### config.mk
export PLATFORM = sky130hd
export DESIGN_NAME = regfile_wb_arbiter
export DESIGN_NICKNAME = d
export VERILOG_FILES = /design/src/rtl/regfile_wb_arbiter.sv
export SDC_FILE = /design/constraint.sdc
export NUM_CORES = 1
export LEC_CHECK = 0
export CAP_MARGIN = 5
export CORE_AREA = 2 2 110 112
export CTS_CLUSTER_SIZE = 25
export DETAILED_ROUTE_END_ITERATION = 12
export DIE_AREA = 0 0 112 114
export GPL_ROUTABILITY_DRIVEN = 0
export MAX_ROUTING_LAYER = met4
export PLACE_DENSITY = 0.84
export SLEW_MARGIN = 10
export SYNTH_ARGS = -nofsm -noshare
export SYNTH_HDL_FRONTEND = slang
export SYNTH_SLANG_ARGS = --single-unit
### constraint.sdc
create_clock -name clk -period 1.97 [get_ports clk]
set_input_delay 0.197 -clock clk [delete_from_list [all_inputs] [get_ports clk]]
set_output_delay 0.197 -clock clk [all_outputs]
set_load 0.03 [all_outputs]
### src/rtl/regfile_wb_arbiter.sv
// Writeback port sequencer for the 32x32 register file: round-robin ALU/LSU arbitration,
// registered write port, and a pending-write scoreboard for RAW hazard checks.
module regfile_wb_arbiter #(
    parameter int unsigned DATA_W = 32,
    parameter int unsigned ADDR_W = 5,
    parameter int unsigned NREG   = 32,
    parameter int unsigned CNT_W  = 16
) (
    input  logic              clk,
    input  logic              rst,
    input  logic              rsv_valid,
    input  logic [ADDR_W-1:0] rsv_addr,
    output logic              rsv_ready,
    input  logic              a_valid,
    input  logic [ADDR_W-1:0] a_addr,
    input  logic [DATA_W-1:0] a_data,
    output logic              a_ready,
    input  logic              m_valid,
    input  logic [ADDR_W-1:0] m_addr,
    input  logic [DATA_W-1:0] m_data,
    output logic              m_ready,
    output logic              we,
    output logic [ADDR_W-1:0] w_addr,
    output logic [DATA_W-1:0] w_data,
    input  logic [ADDR_W-1:0] chk_addr1,
    input  logic [ADDR_W-1:0] chk_addr2,
    output logic              busy1,
    output logic              busy2,
    output logic [CNT_W-1:0]  conflict_cnt,
    output logic              err_unrsv
);

    localparam logic PRIO_A = 1'b0;
    localparam logic PRIO_M = 1'b1;

    logic              prio_q, prio_d;
    logic [NREG-1:0]   busy_q, busy_d;
    logic              we_q, we_d;
    logic [ADDR_W-1:0] w_addr_q, w_addr_d;
    logic [DATA_W-1:0] w_data_q, w_data_d;
    logic [CNT_W-1:0]  cnt_q, cnt_d;
    logic              err_q, err_d;
    logic              a_hs, m_hs;

    always_comb begin
        a_ready = !m_valid || (prio_q == PRIO_A);
        m_ready = !a_valid || (prio_q == PRIO_M);
        a_hs    = a_valid && a_ready;
        m_hs    = m_valid && m_ready;
    end

    // Handshakes are mutually exclusive: with both valid, exactly one ready is high.
    always_comb begin
        prio_d   = prio_q;
        we_d     = 1'b0;
        w_addr_d = w_addr_q;
        w_data_d = w_data_q;
        if (a_valid && m_valid) begin
            prio_d = a_hs ? PRIO_M : PRIO_A;
        end
        if (a_hs) begin
            w_addr_d = a_addr;
            w_data_d = a_data;
            we_d     = (a_addr != '0);
        end else if (m_hs) begin
            w_addr_d = m_addr;
            w_data_d = m_data;
            we_d     = (m_addr != '0);
        end
    end

    assign rsv_ready = (rsv_addr == '0) || !busy_q[rsv_addr];

    // Commit clears first so a same-edge reservation of that address wins.
    always_comb begin
        busy_d = busy_q;
        if (we_q) begin
            busy_d[w_addr_q] = 1'b0;
        end
        if (rsv_valid && rsv_ready && (rsv_addr != '0)) begin
            busy_d[rsv_addr] = 1'b1;
        end
        busy_d[0] = 1'b0;
    end

    always_comb begin
        cnt_d = cnt_q;
        if (a_valid && m_valid && (cnt_q != '1)) begin
            cnt_d = cnt_q + CNT_W'(1);
        end
        err_d = err_q || (we_q && (w_addr_q != '0) && !busy_q[w_addr_q]);
    end

    always_ff @(posedge clk) begin
        if (rst) begin
            prio_q   <= PRIO_A;
            busy_q   <= '0;
            we_q     <= 1'b0;
            w_addr_q <= '0;
            w_data_q <= '0;
            cnt_q    <= '0;
            err_q    <= 1'b0;
        end else begin
            prio_q   <= prio_d;
            busy_q   <= busy_d;
            we_q     <= we_d;
            w_addr_q <= w_addr_d;
            w_data_q <= w_data_d;
            cnt_q    <= cnt_d;
            err_q    <= err_d;
        end
    end

    assign we           = we_q;
    assign w_addr       = w_addr_q;
    assign w_data       = w_data_q;
    assign busy1        = busy_q[chk_addr1];
    assign busy2        = busy_q[chk_addr2];
    assign conflict_cnt = cnt_q;
    assign err_unrsv    = err_q;

endmodule

==> flow_summary.html <==
<table>
<tr><th>Metric</th><th>Value</th></tr>
<tr><th colspan="2">Run status</th></tr>
<tr><td>Outcome</td><td>complete, but fails checks</td></tr>
<tr><td>Violations in the final reports</td><td>setup timing</td></tr>
<tr><th colspan="2">Die</th></tr>
<tr><td>Area inside the core boundary</td><td>11700 um^2</td></tr>
<tr><td>Standard-cell row count</td><td>40</td></tr>
<tr><td>Horizontal die dimension</td><td>112 um</td></tr>
<tr><td># IOs</td><td>154</td></tr>
<tr><td>Area of the die</td><td>12800 um^2</td></tr>
<tr><td>Die Ht</td><td>114 um</td></tr>
<tr><td>Initial core utilization</td><td>41.8%</td></tr>
<tr><th colspan="2">Yosys</th></tr>
<tr><td>Most area-hungry cell type in the Yosys netlist</td><td>dfxtp_1</td></tr>
<tr><td>Area of the mapped netlist</td><td>4890 um^2</td></tr>
<tr><td>Main combinational cell family by area after synthesis</td><td>multiplexers</td></tr>
<tr><td>Top-count cell post-synth</td><td>dfxtp_1</td></tr>
<tr><td>Number of distinct library cells after synthesis</td><td>49</td></tr>
<tr><td>Top cells by instance count after synthesis</td><td>dfxtp_1, nor2_1, mux2i_1</td></tr>
<tr><td>Post-synthesis share of cell area spent on full adders, half adders and majority gates</td><td>0.256%</td></tr>
<tr><td>Sequential-to-total area share from yosys stat</td><td>35.6%</td></tr>
<tr><td>Top post-synthesis cells by area</td><td>dfxtp_1, mux4_2, mux2i_1</td></tr>
<tr><td>Post-Synthesis Mean Instance Area</td><td>9.27 um^2</td></tr>
<tr><td>Number of storage elements in the synthesis netlist</td><td>87</td></tr>
<tr><td>Share of the synthesized netlist area taken by xor and xnor gates</td><td>1.97%</td></tr>
<tr><td>Post-synthesis net count</td><td>623</td></tr>
<tr><td>Number of enable flip-flop cells after synthesis</td><td>0</td></tr>
<tr><td>Simple logic cell fraction of the synthesized area</td><td>19.5%</td></tr>
<tr><td>Share of synthesized flip-flops with an asynchronous set or reset</td><td>0%</td></tr>
<tr><td>Share of Yosys cell area claimed by the top area cell type</td><td>35.6%</td></tr>
<tr><td>Mux contribution to synthesized area</td><td>23.5%</td></tr>
<tr><td>Main synth FF type</td><td>dfxtp_1</td></tr>
<tr><td>Yosys warning count</td><td>0</td></tr>
<tr><td>Gate count after technology mapping</td><td>528</td></tr>
<tr><td>Compound-Gate Fraction of Synth Area</td><td>15.6%</td></tr>
<tr><th colspan="2">Clocking</th></tr>
<tr><td>CTS tree</td><td>yes</td></tr>
<tr><td>CTS Buf Count</td><td>9</td></tr>
<tr><td>Hold buffers post-CTS</td><td>0</td></tr>
<tr><td># H-tree levels</td><td>3</td></tr>
<tr><td>Clock tree root driver cell</td><td>clkbuf_16</td></tr>
<tr><td>Maximum buffer depth of the clock tree</td><td>2</td></tr>
<tr><td># clock sinks</td><td>87</td></tr>
<tr><td>Post-CTS clock slew at the launch and capture registers of the worst setup and hold paths</td><td>70 ps</td></tr>
<tr><td>Insertion delay of the later-clocked pin in the worst-skew pair</td><td>340 ps</td></tr>
<tr><th colspan="2">Finish</th></tr>
<tr><td>Number of inserted diodes</td><td>0</td></tr>
<tr><td>Post-layout nets</td><td>824</td></tr>
<tr><td>Share of layout cells above drive strength 1</td><td>23.7%</td></tr>
<tr><td>Final std cells w/o fill</td><td>881</td></tr>
<tr><td>Area grow syn2layout</td><td>55.6%</td></tr>
<tr><th colspan="2">Pwr</th></tr>
<tr><td>Power per cell area</td><td>670 nW/um^2</td></tr>
<tr><td>Proportion of power drawn by the clock network</td><td>41.9%</td></tr>
<tr><td>Worst ir drop on vdd</td><td>0.514 mV</td></tr>
<tr><td>Switching share of power</td><td>26.1%</td></tr>
<tr><td>Power share of the combinational group</td><td>20.4%</td></tr>
<tr><td>Internal power contribution</td><td>3770 uW</td></tr>
<tr><td>Proportion of power drawn by flip-flops and latches</td><td>37.7%</td></tr>
<tr><td>Static Leakage</td><td>0.00292 uW</td></tr>
<tr><td>Reported net switching power</td><td>1330 uW</td></tr>
<tr><th colspan="2">Placement</th></tr>
<tr><td>Final HPWL from detailed placement</td><td>12100 um</td></tr>
<tr><td>Worst setup slack before clock tree synthesis</td><td>-1070 ps</td></tr>
<tr><td>Number of placed cells counting well taps</td><td>855</td></tr>
<tr><td>Number of buffers inserted by port buffering</td><td>153</td></tr>
<tr><th colspan="2">Setup path</th></tr>
<tr><td>Cell class contributing the biggest share of worst-path delay</td><td>multiplexers</td></tr>
<tr><td>Capturing point of the worst reg2reg path</td><td>busy_q[19]</td></tr>
<tr><td>Source of the critical timing path</td><td>busy_q[23]</td></tr>
<tr><td>Crit path kind</td><td>flip-flop to output port</td></tr>
<tr><td>Type of destination of the critical path</td><td>output port</td></tr>
<tr><td>Crit path to</td><td>busy2</td></tr>
<tr><td>Flop2flop setup slack</td><td>-130 ps</td></tr>
<tr><td>Critical path launch point type</td><td>flip-flop</td></tr>
<tr><td>Maximum fanout count along the critical path</td><td>3</td></tr>
<tr><td>Cells along the critical path</td><td>mux4_2 -&gt; mux4_2 -&gt; a211o_4 -&gt; buf_6</td></tr>
<tr><td>Worst reg2reg startpoint</td><td>busy_q[23]</td></tr>
<tr><td>WP data required</td><td>1770 ps</td></tr>
<tr><td>Levels on crit path</td><td>4</td></tr>
<tr><td>Delay of the slowest cell on the worst path</td><td>500 ps</td></tr>
<tr><td>Data arrival time of the critical path</td><td>2120 ps</td></tr>
<tr><td>R2r worst-path depth</td><td>7</td></tr>
<tr><td>Cell mode on critical path</td><td>mux4_2</td></tr>
<tr><td>Buf/Inv on CP</td><td>1</td></tr>
<tr><td>Cell at the slowest stage of the critical path</td><td>mux4_2</td></tr>
<tr><th colspan="2">Global route</th></tr>
<tr><td>Congestion Overflow GR</td><td>0</td></tr>
<tr><td>Maximum number of pins on one net before global-route repair</td><td>75</td></tr>
<tr><td>Vias in the first global route</td><td>5094</td></tr>
<tr><td>Number of antenna violations at the first check in global routing</td><td>0</td></tr>
<tr><td>Total Routing Usage GR</td><td>25.9%</td></tr>
<tr><td>Wire length of the first global-routing pass</td><td>25500 um</td></tr>
<tr><th colspan="2">Timing</th></tr>
<tr><td>Tcrit/Tclk final</td><td>118%</td></tr>
<tr><td>Layout Skew</td><td>6.27 ps</td></tr>
<tr><td>Pin slew with the least headroom to its limit</td><td>596 ps</td></tr>
<tr><td>Worst hold-check slack</td><td>126 ps</td></tr>
<tr><td>Fin. Hold Viols</td><td>0</td></tr>
<tr><td>Final Critical Period</td><td>2320 ps</td></tr>
<tr><td>Number of failing setup endpoints in the final timing report</td><td>11</td></tr>
<tr><td>Worst slew margin</td><td>60.3%</td></tr>
<tr><td>Setup WS post-layout</td><td>-350 ps</td></tr>
<tr><td>Top achievable clock speed</td><td>0.431 GHz</td></tr>
<tr><td>Unrepaired setup endpoints after global routing</td><td>yes</td></tr>
<tr><td>Final Max Tran Viols</td><td>0</td></tr>
<tr><td>Setup_tns</td><td>-1670 ps</td></tr>
<tr><th colspan="2">Route</th></tr>
<tr><td>Iter 0 DRT Violations</td><td>375</td></tr>
<tr><td>Total iterations of the first detailed-routing run</td><td>6</td></tr>
<tr><td>Vias</td><td>5231</td></tr>
<tr><td>Antenna Nets Post-Route</td><td>0</td></tr>
<tr><td>Drt wl/cell</td><td>18.9 um</td></tr>
<tr><td>Detailed-route DRC error count</td><td>0</td></tr>
<tr><td>Number of vias per cell after detailed routing</td><td>5.94</td></tr>
<tr><td>Total detailed-routing wirelength</td><td>16700 um</td></tr>
<tr><th colspan="2">Hold path</th></tr>
<tr><td>Worst Hold Class</td><td>primary input to flip-flop</td></tr>
<tr><td>Start point of the worst min-delay path</td><td>rst</td></tr>
<tr><th colspan="2">Job</th></tr>
<tr><td>MaxCap Viol Count</td><td>0</td></tr>
</table>
## worst min path at each step
stage / end / cells past startpoint
finish: err_unrsv / 2
global route: err_unrsv / 2
CTS: err_unrsv / 2
detailed placement: w_data[8] / 2
global placement: err_unrsv / 2
floorplan: we / 2
## sequential cells by signal (all words and copies together) (netlist names)
signal	count
err_unrsv	1
w_addr	5
we	1
busy_q	31
prio_q	1
w_data	32
conflict_cnt	16
## routing by layer
layer	part of all wire, %	up-vias	track usage, %	wire (um)
li1	-	2403	-	-
met1	39	2432	30.6	6430
met2	49	335	43.4	8100
met3	9.3	61	4.57	1550
met4	3.7	0	12.0	612
met5	0	-	-	0
## final cells by class
class                      count  area (um^2)
clock buffer                  11          243
clock inverter                 5          129
fill                         892         4100
inverter                       5         18.8
multi-input combinational    397         3120
sequential                    87         1770
tap                          147          184
timing repair buffer         229         2150
## cells by family (layout without fill, tap and decap cells)
kind of cell               Yosys count  in the layout
buffers and inverters               44            250
xor gates and xnor gates            11             11
and+or+nand+nor                    188            188
muxes                               83             83
AOI/OAI and AO/OA                  114            114
adders and majority gates            1              1
DFF                                 87             87
## worst register-to-register path, delay by kind of cell (launching register included)
family          cells  cell delay, ps
mux                 2             720
simple gates        2             550
flops               1             340
buf+inv             2             260
compound gates      1             140
## through the flow
| stage | util, % | total power [uW] | cell area (um^2) |
|---|---|---|---|
| 2_1_floorplan | - | 2460 | 4940 |
| 5_1_grt | 65.0 | 5260 | 7610 |
| 3_5_place_dp | 59.8 | 2970 | 7000 |
| 4_1_cts | 63.9 | 5090 | 7480 |
| 6_report | 65.0 | 5110 | 7610 |
| 3_3_place_gp | 59.8 | 2940 | 7000 |
## what timing repair did
action / 4_1_cts / 5_1_grt
setup endpoints to repair: 27 / 29
pin swaps: 7 / 7
setup buffers: 3 / 8
endpoints found under the hold margin: 0 / 0
gates resized for setup: 43 / 46
## power groups by stage
| stage | combinational, uW | sequential (uW) | clock (uW) |
|---|---|---|---|
| final | 1040 | 1930 | 2140 |
| after global routing | 1100 | 1940 | 2220 |
| after CTS | 1020 | 1920 | 2150 |
| after detailed placement | 1010 | 1960 | 0 |
| after global placement | 984 | 1950 | 0 |
| after floorplan | 396 | 2060 | 0 |
## layout by cell type (no fill, tap or decap), types with 5 or more instances in the layout
cell type and n:
inv_1 5, o211ai_1 18, dfxtp_2 21, dlygate4sd2_1 5, o21ai_1 14, a21oi_1 10, buf_6 9, mux4_2 25
clkbuf_16 9, mux2_2 7, buf_4 67, dfxtp_1 66, clkdlybuf4s50_1 142, nor3_1 12, o21ai_2 8, nand2_1 32
mux2i_1 49, xnor2_1 11, nor2b_1 7, nor2_1 61, o21ai_0 10, nor3b_1 5, a211oi_1 39, nand4_1 7
nand3b_1 6, nand3_1 22
No activity file was read; power rests on OpenSTA's default activity.
